===== config.mk =====
export PLATFORM = sky130hd
export DESIGN_NAME = multdiv_ctrl_flat
export DESIGN_NICKNAME = d
export VERILOG_FILES = /design/src/rtl/multdiv_pkg.sv /design/src/rtl/multdiv_if.sv /design/src/rtl/multdiv_fsm.sv /design/src/rtl/multdiv_ctrl.sv /design/src/flat_wrapper.sv
export SDC_FILE = /design/constraint.sdc
export NUM_CORES = 1
export LEC_CHECK = 0
export CAP_MARGIN = 20
export CORE_ASPECT_RATIO = 1.1
export CORE_MARGIN = 3
export CORE_UTILIZATION = 30
export CTS_CLUSTER_SIZE = 30
export DETAILED_ROUTE_END_ITERATION = 8
export HOLD_SLACK_MARGIN = 0.03
export PLACE_DENSITY_LB_ADDON = 0.1
export SETUP_SLACK_MARGIN = 0.02
export SLEW_MARGIN = 25
export SYNTH_ARGS = -nofsm -noshare
export SYNTH_HDL_FRONTEND = slang
export SYNTH_SLANG_ARGS = --single-unit
export TNS_END_PERCENT = 1

===== constraint.sdc =====
create_clock -name clock -period 5.15 [get_ports clock]
set_clock_uncertainty 0.2 [all_clocks]
set_input_delay 0.7725 -clock clock [delete_from_list [all_inputs] [get_ports clock]]
set_output_delay 0.7725 -clock clock [all_outputs]
set_load 0.01 [all_outputs]

===== src/rtl/multdiv_pkg.sv =====
// Shared types for the multiply/divide sequencer: state encodings, width and iteration bound.
// MULTDIV_DIV_EN selects the full divide state set; without it only a one-cycle reject state remains.
package multdiv_pkg;

  localparam int         WIDTH     = 32;
  localparam logic [4:0] ITER_LAST = 5'd31;

  typedef enum logic [2:0] {
    IDLE       = 3'd0,
    MUL_RUN    = 3'd1,
`ifdef MULTDIV_DIV_EN
    DIV_NEGA   = 3'd2,
    DIV_NEGB   = 3'd3,
    DIV_RUN    = 3'd4,
    DIV_FIX    = 3'd5,
`else
    // Keeps the divide-reject ready pulse two edges after start.
    DIV_REJECT = 3'd2,
`endif
    DONE       = 3'd6
  } state_t;

  // The 64-bit product fits in 32 bits only if the high word is a sign extension of the low word.
  function automatic logic mul_ovf(input logic [WIDTH-1:0] hi, input logic [WIDTH-1:0] lo);
    return hi != {WIDTH{lo[WIDTH-1]}};
  endfunction

endpackage


===== src/rtl/multdiv_if.sv =====
// Execute-stage port bundle of the sequencer: start/operands, result/ready and the shared-adder port pair.
interface multdiv_if;
  import multdiv_pkg::*;

  // Handshake: ctrl_MULT/ctrl_DIV are start pulses accepted only in IDLE (MULT wins if both are high);
  // busy is high from the cycle after acceptance through the ready cycle; data_resultRDY is a one-cycle
  // pulse that qualifies data_result/data_exception, which then hold until the next completion.
  logic             ctrl_MULT;
  logic             ctrl_DIV;
  logic [WIDTH-1:0] data_operandA;
  logic [WIDTH-1:0] data_operandB;
  logic [WIDTH-1:0] data_result;
  logic             data_exception;
  logic             data_resultRDY;
  logic             busy;
  logic [WIDTH-1:0] adder_a;
  logic [WIDTH-1:0] adder_b;
  logic             adder_cin;
  logic [WIDTH-1:0] adder_sum;
  logic             adder_cout;
  state_t           dbg_state;

  modport slave (
    input  ctrl_MULT, ctrl_DIV, data_operandA, data_operandB, adder_sum, adder_cout,
    output data_result, data_exception, data_resultRDY, busy, adder_a, adder_b, adder_cin, dbg_state
  );

  modport master (
    output ctrl_MULT, ctrl_DIV, data_operandA, data_operandB, adder_sum, adder_cout,
    input  data_result, data_exception, data_resultRDY, busy, adder_a, adder_b, adder_cin, dbg_state
  );

endinterface


===== src/rtl/multdiv_fsm.sv =====
// Sequencer control: state register, 5-bit iteration counter and start arbitration.
// MULTDIV_DIV_EN enables the divide states and the divide-by-zero early exit.
module multdiv_fsm
  import multdiv_pkg::*;
(
  input  logic   clock,
  input  logic   reset_n,
  input  logic   ctrl_mult,
  input  logic   ctrl_div,
`ifdef MULTDIV_DIV_EN
  input  logic   div_zero,
`endif
  output state_t state,
  output logic   start_mul,
  output logic   start_div
);

  logic [4:0] cnt;

  assign start_mul = (state == IDLE) && ctrl_mult;
  assign start_div = (state == IDLE) && ctrl_div && !ctrl_mult;

  always_ff @(posedge clock) begin
    if (!reset_n) begin
      state <= IDLE;
      cnt   <= '0;
    end else begin
      case (state)
        IDLE: begin
          cnt <= '0;
          if (start_mul) state <= MUL_RUN;
`ifdef MULTDIV_DIV_EN
          else if (start_div) state <= DIV_NEGA;
`else
          else if (start_div) state <= DIV_REJECT;
`endif
        end
        MUL_RUN: begin
          cnt <= cnt + 5'd1;
          if (cnt == ITER_LAST) state <= DONE;
        end
`ifdef MULTDIV_DIV_EN
        DIV_NEGA: state <= div_zero ? DONE : DIV_NEGB;
        DIV_NEGB: begin
          cnt   <= '0;
          state <= DIV_RUN;
        end
        DIV_RUN: begin
          cnt <= cnt + 5'd1;
          if (cnt == ITER_LAST) state <= DIV_FIX;
        end
        DIV_FIX: state <= DONE;
`else
        DIV_REJECT: state <= DONE;
`endif
        DONE:    state <= IDLE;
        default: state <= IDLE;
      endcase
    end
  end

endmodule


===== src/rtl/multdiv_ctrl.sv =====
// Signed multiply (radix-2 Booth) / divide (restoring on magnitudes) sequencer on a borrowed 32-bit adder.
// Define MULTDIV_DIV_EN for the divide datapath; otherwise a divide start returns result 0 with exception set.
module multdiv_ctrl
  import multdiv_pkg::*;
(
  input logic      clock,
  input logic      reset_n,
  multdiv_if.slave bus
);

  state_t      state;
  logic        start_mul;
  logic        start_div;
  logic [31:0] p_hi;
  logic [31:0] p_lo;
  logic [31:0] m;
  logic        q_bit;
  logic        is_mul;
  logic [31:0] add_a;
  logic [31:0] add_b;
  logic        add_cin;
  logic        mul_sign;

`ifdef MULTDIV_DIV_EN
  // Remainder stays below the divisor magnitude (at most 2^31), so 31 bits suffice.
  logic [31:0] quo;
  logic [31:0] dvs;
  logic [30:0] rem;
  logic        neg_q;
  logic        div_exc;
  logic [31:0] rem_sh;

  assign rem_sh = {rem, quo[31]};
`endif

  multdiv_fsm u_fsm (
    .clock     (clock),
    .reset_n   (reset_n),
    .ctrl_mult (bus.ctrl_MULT),
    .ctrl_div  (bus.ctrl_DIV),
`ifdef MULTDIV_DIV_EN
    .div_zero  (dvs == '0),
`endif
    .state     (state),
    .start_mul (start_mul),
    .start_div (start_div)
  );

  assign bus.dbg_state = state;
  assign bus.adder_a   = add_a;
  assign bus.adder_b   = add_b;
  assign bus.adder_cin = add_cin;

  // True sign of the 33-bit partial sum, so the arithmetic shift never loses an overflowing carry.
  assign mul_sign = add_a[31] ^ add_b[31] ^ bus.adder_cout;

  always_comb begin
    add_a   = '0;
    add_b   = '0;
    add_cin = 1'b0;
    case (state)
      MUL_RUN: begin
        add_a = p_hi;
        case ({p_lo[0], q_bit})
          2'b01:   add_b = m;
          2'b10: begin
            add_b   = ~m;
            add_cin = 1'b1;
          end
          default: add_b = '0;
        endcase
      end
`ifdef MULTDIV_DIV_EN
      DIV_NEGA, DIV_FIX: begin
        add_a   = ~quo;
        add_cin = 1'b1;
      end
      DIV_NEGB: begin
        add_a   = ~dvs;
        add_cin = 1'b1;
      end
      DIV_RUN: begin
        add_a   = rem_sh;
        add_b   = ~dvs;
        add_cin = 1'b1;
      end
`endif
      default: ;
    endcase
  end

  always_ff @(posedge clock) begin
    if (!reset_n) begin
      p_hi               <= '0;
      p_lo               <= '0;
      m                  <= '0;
      q_bit              <= 1'b0;
      is_mul             <= 1'b0;
      bus.data_result    <= '0;
      bus.data_exception <= 1'b0;
      bus.data_resultRDY <= 1'b0;
      bus.busy           <= 1'b0;
`ifdef MULTDIV_DIV_EN
      quo                <= '0;
      dvs                <= '0;
      rem                <= '0;
      neg_q              <= 1'b0;
      div_exc            <= 1'b0;
`endif
    end else begin
      bus.data_resultRDY <= 1'b0;
      bus.busy           <= (state != IDLE);
      case (state)
        IDLE: begin
          if (start_mul) begin
            is_mul <= 1'b1;
            p_hi   <= '0;
            p_lo   <= bus.data_operandB;
            q_bit  <= 1'b0;
            m      <= bus.data_operandA;
          end else if (start_div) begin
            is_mul <= 1'b0;
`ifdef MULTDIV_DIV_EN
            quo     <= bus.data_operandA;
            dvs     <= bus.data_operandB;
            neg_q   <= bus.data_operandA[31] ^ bus.data_operandB[31];
            div_exc <= 1'b0;
`endif
          end
        end
        MUL_RUN: begin
          p_hi  <= {mul_sign, bus.adder_sum[31:1]};
          p_lo  <= {bus.adder_sum[0], p_lo[31:1]};
          q_bit <= p_lo[0];
        end
`ifdef MULTDIV_DIV_EN
        DIV_NEGA: begin
          rem <= '0;
          if (dvs == '0) begin
            quo     <= '0;
            div_exc <= 1'b1;
          end else if (quo[31]) begin
            quo <= bus.adder_sum;
          end
        end
        DIV_NEGB: begin
          rem <= '0;
          if (dvs[31]) dvs <= bus.adder_sum;
        end
        DIV_RUN: begin
          rem <= bus.adder_cout ? bus.adder_sum[30:0] : rem_sh[30:0];
          quo <= {quo[30:0], bus.adder_cout};
        end
        DIV_FIX: begin
          // A magnitude quotient of 2^31 is only representable when the result is negative.
          div_exc <= ~neg_q & quo[31];
          if (neg_q) quo <= bus.adder_sum;
        end
`endif
        DONE: begin
          bus.data_resultRDY <= 1'b1;
          if (is_mul) begin
            bus.data_result    <= p_lo;
            bus.data_exception <= mul_ovf(p_hi, p_lo);
          end else begin
`ifdef MULTDIV_DIV_EN
            bus.data_result    <= quo;
            bus.data_exception <= div_exc;
`else
            bus.data_result    <= '0;
            bus.data_exception <= 1'b1;
`endif
          end
        end
        default: ;
      endcase
    end
  end

endmodule


===== src/flat_wrapper.sv =====
// flat-port wrapper written by rule: the top's interface ports become plain ports
module multdiv_ctrl_flat import multdiv_pkg::*;
  (clock, reset_n, bus_ctrl_MULT, bus_ctrl_DIV, bus_data_operandA, bus_data_operandB, bus_adder_sum, bus_adder_cout, bus_data_result, bus_data_exception, bus_data_resultRDY, bus_busy, bus_adder_a, bus_adder_b, bus_adder_cin, bus_dbg_state);
  multdiv_if bus_i ();
  input logic clock;
  input logic reset_n;
  input wire logic [$bits(bus_i.ctrl_MULT)-1:0] bus_ctrl_MULT;
  input wire logic [$bits(bus_i.ctrl_DIV)-1:0] bus_ctrl_DIV;
  input wire logic [$bits(bus_i.data_operandA)-1:0] bus_data_operandA;
  input wire logic [$bits(bus_i.data_operandB)-1:0] bus_data_operandB;
  input wire logic [$bits(bus_i.adder_sum)-1:0] bus_adder_sum;
  input wire logic [$bits(bus_i.adder_cout)-1:0] bus_adder_cout;
  output wire logic [$bits(bus_i.data_result)-1:0] bus_data_result;
  output wire logic [$bits(bus_i.data_exception)-1:0] bus_data_exception;
  output wire logic [$bits(bus_i.data_resultRDY)-1:0] bus_data_resultRDY;
  output wire logic [$bits(bus_i.busy)-1:0] bus_busy;
  output wire logic [$bits(bus_i.adder_a)-1:0] bus_adder_a;
  output wire logic [$bits(bus_i.adder_b)-1:0] bus_adder_b;
  output wire logic [$bits(bus_i.adder_cin)-1:0] bus_adder_cin;
  output wire logic [$bits(bus_i.dbg_state)-1:0] bus_dbg_state;
  assign bus_i.ctrl_MULT = bus_ctrl_MULT;
  assign bus_i.ctrl_DIV = bus_ctrl_DIV;
  assign bus_i.data_operandA = bus_data_operandA;
  assign bus_i.data_operandB = bus_data_operandB;
  assign bus_i.adder_sum = bus_adder_sum;
  assign bus_i.adder_cout = bus_adder_cout;
  assign bus_data_result = bus_i.data_result;
  assign bus_data_exception = bus_i.data_exception;
  assign bus_data_resultRDY = bus_i.data_resultRDY;
  assign bus_busy = bus_i.busy;
  assign bus_adder_a = bus_i.adder_a;
  assign bus_adder_b = bus_i.adder_b;
  assign bus_adder_cin = bus_i.adder_cin;
  assign bus_dbg_state = bus_i.dbg_state;
  multdiv_ctrl u_core (.clock(clock), .reset_n(reset_n), .bus(bus_i));
endmodule

# --- Word level (Yosys, flattened, before mapping) ---
# Cells that the tools add are included.
word_totals:
  reg_bits: 141
  latchBits: 0
  mem_bits_rw: 0
  romBits: 0
  inputBits: 101
  output_inout_bits: 103
  elab_cells: 58
  n_memories: 0
classes:
  addsub: 1
  mul: 0
  div: 0
  n_lt_le_gt_ge: 0
  n_eq_ne: 10
  n_shift: 0
  mux: 21
  bitwise: 3
  reduce_logical: 12
op_table:
  columns: ["cell", "n"]
  rows:
  - ["32-bit one-hot mux with 2 select lines", 3]
  - ["32-bit two-way mux", 5]
  - ["32-bit != test", 1]
  - ["32-bit NOT", 1]
  - ["5-bit one-hot mux with 2 select lines", 1]
  - ["3-bit two-way mux", 3]
  - ["3-bit one-hot mux with 3 select lines", 1]
  - ["2-bit AND reduction", 4]
  - ["1-bit two-way mux", 7]
  - ["5-bit by 1-bit adder with 5-bit output (second input constant)", 1]
  - ["5-bit == test (second input constant)", 1]
  - ["2-bit nonzero test", 2]
  - ["3-bit by 1-bit == test with 1-bit output (second input constant)", 1]
  - ["3-bit by 2-bit == test with 1-bit output (second input constant)", 1]
  - ["3-bit == test (second input constant)", 1]
  - ["1-bit logical AND", 3]
  - ["3-bit zero test", 1]
  - ["3-bit by 1-bit != test with 1-bit output (second input constant)", 1]
  - ["3-bit nonzero test", 1]
  - ["2-bit by 1-bit == test with 1-bit output (second input constant)", 1]
  - ["2-bit == test (second input constant)", 1]
  - ["2-bit by 1-bit != test with 1-bit output (second input constant)", 1]
  - ["2-bit != test (second input constant)", 1]
  - ["1-bit one-hot mux with 2 select lines", 1]
  - ["2 further kinds", 3]

# --- Logic depth before layout (Yosys ltp) ---
# Gate-level depths: netlist of the first run.
depth:
  ltp_word: 6
  ltp_mapped: 7
  mapped_depth_nobuf: 5

# --- Modules after synthesis ---
# A second synthesis of the first run with hierarchy kept.
hier_totals:
  cells_unflattened: 927
  area_unflattened_um2: 6845.3
by_module_without_submodules:
  columns: ["module", "n_inst", "cells_each", "area_each_um2", "seq_area_each_um2"]
  rows:
  - ["multdiv_ctrl", 1, 880, 6458.7, 2662.6]
  - ["multdiv_fsm", 1, 47, 386.6, 160.2]

# --- Worst setup path before layout of the first run ---
# OpenSTA, ideal clock, no wires.
synth_path:
  kind: "flip-flop to output port"
  start: "reg u_core.u_fsm.state[1]"
  end: "out bus_adder_b[21]"
  arrival_time_ns: 1.331
  required_ns: 4.178
  setup_slack_ns: 2.847
  stages_incl_launch_ff: 6
  path_buffers: 2
  cell_sequence: "dfxtp_1 nor2_1 nand2_1 clkbuf_1 buf_1 nor2_1"
synth_between:
  elab_chain_cells: 2
synth_rtl:
  columns: ["element", "line", "text"]
  rows:
  - ["start, declared", "multdiv_fsm.sv:13", "output state_t state,"]
  - ["start signal, assigned", "multdiv_fsm.sv:25", "state <= IDLE;"]
  - ["start signal, assigned", "multdiv_fsm.sv:31", "if (start_mul) state <= MUL_RUN;"]
  - ["start signal, assigned", "multdiv_fsm.sv:35", "else if (start_div) state <= DIV_REJECT;"]
  - ["3-bit by 1-bit == test with 1-bit output", "multdiv_ctrl.sv:61", "case (state)"]
  - ["32-bit two-way mux", "multdiv_ctrl.sv:61", null]
  - ["end, declared", "flat_wrapper.sv:18", "output wire logic [$bits(bus_i.adder_b)-1:0] bus_adder_b;"]
# No other way between the ends.

# --- Worst setup path in the final report of the first run ---
layout_path:
  start: "reg u_core.u_fsm.state[2]"
  end: "out bus_adder_b[30]"
# The elaborated chain is that of the path after synthesis.

==> flow_metrics.tcl, run 1 <==
set metrics [dict create \
    tns_ns 0 \
    drt-pass1-iter-count 4 \
    crit_arrival_ns 2.56 \
    crit_type "reg -> out" \
    avgSynthCellArea_um2 7.75 \
    synth-edff-count 0 \
    cts_resized 0 \
    ctsHoldBuffers 0 \
    fin_area_mm2 0.00935 \
    cts_tree "built" \
    power.total_mw 3.03 \
    p_per_area_mw_per_mm2 325 \
    grt_max_degree 100 \
    yosysUniqueCellTypes 40 \
    rsz0062_at_grt "no" \
    path_cells "nor2_2 > buf_4 > nand2_4 > nor2_1 > clkdlybuf4s50_1" \
    nets 1109 \
    rows 56 \
    cts.htree.levels 4 \
    routed_via_density 4.82 \
    ant_nets 0 \
    crit_family "buffers and inverters" \
    yosysSeqAreaShare 0.428 \
    grt-ovfl-total 0 \
    leakage_nw 3.71 \
    yosysMostFrequentCell "nand2_1" \
    critPathRequiredTime_ns 4.18 \
    cts_root_buf "clkbuf_16" \
    ys_warn_count 0 \
    crit_fanout 53 \
    slew_headroom 0.364 \
    cts_sinks 141 \
    synthesis.nets 954 \
    synth_cells 851 \
    grtUsageTotal 0.173 \
    cts_setup_buffers 0 \
    grt_pass1_vias 6359 \
    cap_violations 0 \
    whs_ns 0.247 \
    fin_crit_sh 0.687 \
    synthArstFlopShare 0 \
    io_pins 204 \
    start_kind "flip-flop" \
    wire_per_inst_um 15.8 \
    clk_pin_slew_ns 0.06 \
    hpwl_um 12900 \
    fin_cells 1309 \
    dp.cells 1277 \
    maxSlewViolCount 0 \
    cpMaxStageDelayCell "clkdlybuf4s50_1" \
    ys.flop_type "dfxtp_1" \
    yosys.area.top_type_share 0.428 \
    drcViolationCount 0 \
    area_growth_pct 41.7 \
    worstHoldPathType "reg -> reg" \
    status "complete, no violations" \
    wl_um 20700 \
    port_buffers 203 \
    antenna_cells 0 \
    fin_crit_ns 3.54 \
    die_y_um 162 \
    cpPeakStageDelay_ns 0.59 \
    worst_setup_path_end_kind "output port" \
    synth_top_area_cell "dfxtp_1" \
    hold_violations 0 \
    max_slew.worst_pin.slew_ns 0.954 \
    core_area_mm2 0.0214 \
    ys_top_cells_by_area "dfxtp_1, nand2_1, nand3_1, a21boi_0, o211a_1" \
    crit_buf_inv 2 \
    ys_seq_elements 141 \
    yosys-top-cells-count "nand2_1, dfxtp_1, nand3_1" \
    grt_first_pass_wirelength_um 33500 \
    clockBufferDepth 2 \
    drt_iter0_markers 353 \
    start_util 0.308 \
    fmax_mhz 283 \
    dpl-instance-area_mm2 0.00870 \
    vias 6310 \
    drive_gt1_frac 0.0510 \
    antenna_found_initial 1 \
    peakVddDrop_mv 0.222 \
    die_x_um 147 \
    dieArea_mm2 0.0238 \
    place_congestion 0.742 \
    numCtsBuffers 17 \
    setup_viol_count_final 0 \
    clk_latency_ns 0.42 \
    synth_area_mm2 0.00660 \
]
[cell type report]
| type | count | area, µm² |
|---|---|---|
| Fill cell | 2269 | 12100 |
| Multi-Input combinational cell | 630 | 3390 |
| Sequential cell | 141 | 2820 |
| Timing Repair Buffer | 214 | 2110 |
| Clock buffer | 18 | 429 |
| Tap cell | 290 | 363 |
| Clock inverter | 14 | 218 |
| Inverter | 2 | 7.51 |
[cells in the final DEF (no fill, tap or decap), drive strengths merged, types with 5 or more instances in the layout]
master,count
a21boi,99
a21oi,34
and3,33
buf,12
bufinv,5
clkbuf,18
clkdlybuf4s50,202
clkinv,5
dfxtp,141
nand2,202
nand3,107
nand4,5
nor2,73
nor3,5
o211a,32
[registers in the layout (all words and copies together), names as in the netlist]
| signal | count |
|---|---|
| u_core.is_mul | 1 |
| u_core.p_lo | 32 |
| u_core.u_fsm.state | 3 |
| u_core.bus.data_resultRDY | 1 |
| u_core.u_fsm.cnt | 5 |
| u_core.m | 32 |
| u_core.p_hi | 32 |
| u_core.q_bit | 1 |
| u_core.bus.data_exception | 1 |
| u_core.bus.busy | 1 |
| u_core.bus.data_result | 32 |
[routing by layer]
metal	global-route usage	part of all wire	vias up
li1	-	-	3209
met1	0.229	0.48	2930
met2	0.282	0.45	151
met3	0.0455	0.056	18
met4	0.0445	0.011	2
met5	0	0.00058	-
[tightest hold or removal path, cell delays in order, from the launching register on]
cell and delay, ns:
dfxtp_1 0.30, nand2_1 0.05, a21boi_1 0.05
[report_power, final]
part	total [mW]	internal, mW	switching (mW)
Combinational	0.452	0.213	0.239
Clock	1.36	0.861	0.498
Sequential	1.22	1.16	0.0649
Total	3.03	2.23	0.802
[through the flow]
stage	util	setup WS (ns)
after floorplan	-	2.85
final	0.436	1.61
after global placement	0.406	1.95
after detailed placement	0.406	1.91
after CTS	0.436	1.58
after global routing	0.436	1.38
[kinds of logic (layout without fill, tap and decap cells)]
group | count (synthesis) | after routing | synth area share
buf+inv | 80 | 248 | 0.0609
compound gates | 174 | 174 | 0.197
flops | 141 | 141 | 0.428
mux | 1 | 1 | 0.00152
xor+xnor | 2 | 2 | 0.00266
simple gates | 451 | 451 | 0.306
fa+ha+maj | 2 | 2 | 0.00379
[path summary, 6_finish.rpt]
path                                                 from                                      end  slack, ns  cells after the start
setup reg to reg       u_core.u_fsm.state[1]$_SDFFE_PN0P_             u_core.p_lo[21]$_SDFFE_PN0P_       2.38                      6
setup / recovery       u_core.u_fsm.state[2]$_SDFFE_PN0P_                          bus_adder_b[30]       1.61                      5
hold reg to reg   u_core.bus.data_result[30]$_SDFFE_PN0P_  u_core.bus.data_result[30]$_SDFFE_PN0P_       0.25                      2
hold / removal    u_core.bus.data_result[30]$_SDFFE_PN0P_  u_core.bus.data_result[30]$_SDFFE_PN0P_       0.25                      2
Power figures use the tool's default switching activity.
==> run 2, diff against run 1 <==
clock period = 3.3 ns   (was 5.15 ns; I/O delays follow)
==> flow_metrics.tcl, run 2 (synthesized netlist as in run 1, its figures left out) <==
set metrics [dict create \
    whs_ns 0.255 \
    fin_crit_ns 2.83 \
    worstHoldPathType "reg -> reg" \
    fin_crit_sh 0.859 \
    grt_first_pass_wirelength_um 32800 \
    worst_setup_path_end_kind "output port" \
    maxSlewViolCount 0 \
    cts_tree "built" \
    die_x_um 147 \
    slew_headroom 0.376 \
    cap_violations 0 \
    cts_sinks 141 \
    crit_fanout 39 \
    cts_root_buf "clkbuf_16" \
    area_growth_pct 41.3 \
    io_pins 204 \
    clockBufferDepth 2 \
    wire_per_inst_um 15.6 \
    dieArea_mm2 0.0238 \
    die_y_um 162 \
    crit_arrival_ns 2.14 \
    crit_buf_inv 2 \
    fin_ws_ns 0.467 \
    max_slew.worst_pin.slew_ns 0.933 \
    drt_iter0_markers 372 \
    grt_pass1_vias 6191 \
    drcViolationCount 0 \
    status "complete, no violations" \
    numCtsBuffers 17 \
    place_congestion 0.754 \
    tns_ns 0 \
    path_cells "nor2_2 > buf_4 > and3_1 > clkdlybuf4s50_1" \
    rows 56 \
    core_area_mm2 0.0214 \
    final_cell_mix "clkdlybuf4s50_1, nand2_1, dfxtp_1" \
    antenna_cells 0 \
    fmax_mhz 353 \
    grt_max_degree 66 \
    power.total_mw 4.44 \
    peakVddDrop_mv 0.319 \
    hpwl_um 13300 \
    critPathRequiredTime_ns 2.60 \
    fin_util 0.435 \
    vias 6268 \
    start_util 0.308 \
    p_per_area_mw_per_mm2 477 \
    hold_violations 0 \
    setup_viol_count_final 0 \
    cts.htree.levels 4 \
    port_buffers 203 \
    cpPeakStageDelay_ns 0.55 \
    grtUsageTotal 0.169 \
    clk_pin_slew_ns 0.06 \
    leakage_nw 3.71 \
    ctsHoldBuffers 0 \
    cts_setup_buffers 0 \
    start_kind "flip-flop" \
    n_fill_cell 2255 \
    drive_gt1_frac 0.0537 \
    cpMaxStageDelayCell "clkdlybuf4s50_1" \
    grt-ovfl-total 0 \
    dpl_worst_slack_ns 0.514 \
    ant_nets 0 \
    rsz0062_at_grt "no" \
    crit_family "buffers and inverters" \
    cts_resized 0 \
    mostFrequentLayoutCell "clkdlybuf4s50_1" \
    clk_latency_ns 0.42 \
    antenna_found_initial 0 \
    nets 1114 \
    routed_via_density 4.77 \
    drt-pass1-iter-count 5 \
    crit_type "reg -> out" \
    wl_um 20400 \
]
## run 2: report_power, final
group	internal (mW)	switching [mW]	leakage, nW
combinational	0.344	0.373	2.29
clock	1.07	0.742	0.266
sequential	1.81	0.0994	1.15
## run 2: per-stage QoR
stage,std cells,cell area (µm²)
floorplan,851,6600
global placement,1281,8740
detailed placement,1282,8760
CTS,1314,9320
global route,1314,9320
finish,1314,9320
## run 2: cell type report
| type | count | area, µm² | area share |
|---|---|---|---|
| Clock buffer | 22 | 464 | 0.0498 |
| Clock inverter | 10 | 90.1 | 0.00967 |
| Inverter | 2 | 7.51 | 0.000806 |
| Multi-Input combinational cell | 630 | 3390 | 0.364 |
| Sequential cell | 141 | 2820 | 0.303 |
| Tap cell | 290 | 363 | 0.0389 |
| Timing Repair Buffer | 219 | 2170 | 0.233 |
## run 2: worst paths after layout
check,from,endpoint,slack [ns],cells after the start
worst min register to register,u_core.bus.data_result[30]$_SDFFE_PN0P_,u_core.bus.data_result[30]$_SDFFE_PN0P_,0.26,2
worst max-delay path,u_core.u_fsm.state[2]$_SDFFE_PN0P_,bus_adder_a[22],0.47,4
worst max register to register,u_core.u_fsm.state[0]$_SDFFE_PN0P_,u_core.p_lo[10]$_SDFFE_PN0P_,0.86,6
worst min-delay path,u_core.bus.data_result[30]$_SDFFE_PN0P_,u_core.bus.data_result[30]$_SDFFE_PN0P_,0.26,2
## run 2: per-layer routing
metal | wire (µm) | GRT usage
met1 | 9910 | 0.230
met2 | 9340 | 0.271
met3 | 917 | 0.0368
met4 | 277 | 0.0513
met5 | 0 | 0
## run 2: worst register-to-register path: stages, from the launching register on
cell and delay (ns):
dfxtp_1 0.37, buf_4 0.24, or4b_4 0.85, buf_12 0.32
nand2_1 0.11, nand3_1 0.08, o211a_1 0.16
==> run 3, diff against run 2 <==
DONT_BUFFER_PORTS = 1   (was unset)
SYNTH_HIERARCHICAL = 1   (was unset)
==> flow_metrics.tcl, run 3 <==
set metrics [dict create \
    status "complete, no violations" \
    rows 57 \
    synth_top_family_by_area "simple AND/OR/NAND/NOR gates" \
    power.total_mw 4.58 \
    reg2reg_to "u_core/m[4]$_SDFFE_PN0P_" \
    regToRegSetupSlack_ns 0.34 \
    ys.flop_type "dfxtp_1" \
    dieArea_mm2 0.0247 \
    clk_pin_slew_ns 0.06 \
    drive_gt1_frac 0.0595 \
    synth_compound_area_frac 0.189 \
    cap_violations 0 \
    grt_max_degree 84 \
    crit_type "reg -> reg" \
    max_slew.worst_pin.slew_ns 0.895 \
    leakage_nw 3.32 \
    multi_input_area_mm2 0.00363 \
    wl_um 21400 \
    synthSimpleGateAreaFrac 0.333 \
    start_util 0.308 \
    fmax_mhz 338 \
    fin_crit_sh 0.897 \
    final_cell_mix "nand2_1, dfxtp_1, nand3_1" \
    cts_tree "built" \
    hp-start "bus_data_operandA[1]" \
    drcViolationCount 0 \
    wire_per_inst_um 17.1 \
    ant_nets 0 \
    critPathRequiredTime_ns 3.40 \
    io_pins 204 \
    yosysMostFrequentCell "nand2_1" \
    avgSynthCellArea_um2 7.38 \
    cts_resized 0 \
    synth-edff-count 0 \
    n_fill_cell 2388 \
    yosysSeqAreaShare 0.412 \
    ys_top_cells_by_area "dfxtp_1, nand2_1, nand3_1, a21boi_0, nor2_1" \
    yosysUniqueCellTypes 38 \
    rsz0062_at_grt "no" \
    setup_viol_count_final 0 \
    cts.htree.levels 4 \
    slew_headroom 0.403 \
    grt-ovfl-total 0 \
    min_to "u_core/m[1]$_SDFFE_PN0P_" \
    crit-reg2reg-launch "u_core/u_fsm/state[1]$_SDFFE_PN0P_" \
    synth_top_area_cell "dfxtp_1" \
    nets 1048 \
    crit_arrival_ns 3.06 \
    place_congestion 0.720 \
    hpwl_um 13000 \
    ys_seq_elements 141 \
    yosys-top-cells-count "nand2_1, dfxtp_1, nand3_1" \
    regArea_mm2 0.00283 \
    routed_via_density 4.99 \
    grt_pass1_vias 6090 \
    core_area_mm2 0.0223 \
    die_y_um 164 \
    p_per_area_mw_per_mm2 552 \
    ctsHoldBuffers 69 \
    grt_first_pass_wirelength_um 33400 \
    antenna_found_initial 0 \
    synthArstFlopShare 0 \
    fin_crit_ns 2.96 \
    synth_cells 927 \
    grtUsageTotal 0.170 \
    tns_ns 0 \
    port_buffers 0 \
    clockBufferDepth 2 \
    cts_root_buf "clkbuf_16" \
    yosys.area.top_type_share 0.412 \
    cts_setup_buffers 0 \
    synthesis.nets 1030 \
    start_kind "flip-flop" \
    antenna_cells 0 \
    ys_warn_count 6 \
    area_growth_pct 21.2 \
    cts_sinks 141 \
    worstRegToRegCells 6 \
    min_delay_path_depth 2 \
    die_x_um 150 \
    peakVddDrop_mv 0.331 \
    synthMuxAreaShare 0.00146 \
    worst_setup_path_end_kind "flip-flop" \
    vias 6252 \
    drt_iter0_markers 216 \
    synth_adder_area_share 0.00366 \
    worstHoldPathType "in -> reg" \
    hold_violations 0 \
    numCtsBuffers 17 \
    drt-pass1-iter-count 7 \
    mostFrequentLayoutCell "nand2_1" \
    synth_area_mm2 0.00685 \
    synth_xor_area_frac 0 \
    maxSlewViolCount 0 \
    clk_latency_ns 0.41 \
    crit_fanout 73 \
]
run 3: cell types whose count changed after synthesis, moves of 4 or more:
cell      previous run  this run
nand2_1            202       236
clkbuf_1            42        48
a21boi_1            36        29
a21oi_1             34        38
buf_1                4         9
a21boi_0            63        67
nor2_1              72       103
run 3: kinds of logic (layout without fill, tap and decap cells):
kind of cell | after synthesis | after routing
mux | 1 | 1
flops | 141 | 141
buf+inv | 88 | 119
simple gates | 520 | 520
fa+ha+maj | 2 | 2
compound gates | 175 | 175
run 3: worst max-delay path, stage by stage, from the launching register on:
cell and delay, ns:
dfxtp_1 0.44, nor2_1 0.28, and3_1 0.21, or4b_4 0.83
nand2_1 0.20, a21boi_1 0.08, dlygate4sd3_1 0.56
run 3: worst max-delay path by stage:
| stage | start | cells past startpoint | end | slack, ns |
|---|---|---|---|---|
| after floorplan | u_core/u_fsm/state[1]$_SDFFE_PN0P_ | 5 | bus_adder_cin | 1.14 |
| after global placement | u_core/u_fsm/state[1]$_SDFFE_PN0P_ | 6 | u_core/p_hi[30]$_SDFFE_PN0P_ | 0.64 |
| after detailed placement | u_core/u_fsm/state[1]$_SDFFE_PN0P_ | 6 | u_core/p_hi[25]$_SDFFE_PN0P_ | 0.58 |
| after CTS | u_core/u_fsm/state[1]$_SDFFE_PN0P_ | 6 | u_core/m[9]$_SDFFE_PN0P_ | 0.37 |
| after global routing | u_core/u_fsm/state[1]$_SDFFE_PN0P_ | 6 | u_core/m[4]$_SDFFE_PN0P_ | 0.15 |
| final | u_core/u_fsm/state[1]$_SDFFE_PN0P_ | 6 | u_core/m[4]$_SDFFE_PN0P_ | 0.34 |
run 3: final cells by class:
type | instances | share of cell area
Clock buffer | 22 | 0.0584
Clock inverter | 10 | 0.0164
Inverter | 2 | 0.000905
Multi-Input combinational cell | 698 | 0.438
Sequential cell | 141 | 0.341
Tap cell | 295 | 0.0445
Timing Repair Buffer | 85 | 0.101
run 3: metal layers:
metal / global-route usage / up-vias / part of all wire
met5: 0 / - / 0
met3: 0.0417 / 18 / 0.059
met2: 0.279 / 144 / 0.47
li1: - / 3175 / -
met1: 0.223 / 2915 / 0.46
met4: 0.0512 / 0 / 0.014
run 3: per-stage QoR:
stage | setup slack [ns] | hold slack [ns] | util | instances | instance area, µm²
2_1_floorplan | 1.14 | 0.236 | - | 927 | 6850
3_3_place_gp | 0.638 | 0.256 | 0.313 | 1152 | 6970
3_5_place_dp | 0.580 | 0.254 | 0.313 | 1152 | 6970
4_1_cts | 0.366 | 0.0303 | 0.373 | 1253 | 8300
5_1_grt | 0.150 | 0.0362 | 0.373 | 1253 | 8300
6_report | 0.340 | 0.0457 | 0.373 | 1253 | 8300
run 3: power breakdown:
group / internal, mW / switching, mW / total, mW
Clock: 1.27 / 0.758 / 2.03
Sequential: 1.81 / 0.109 / 1.92
Combinational: 0.258 / 0.376 / 0.634
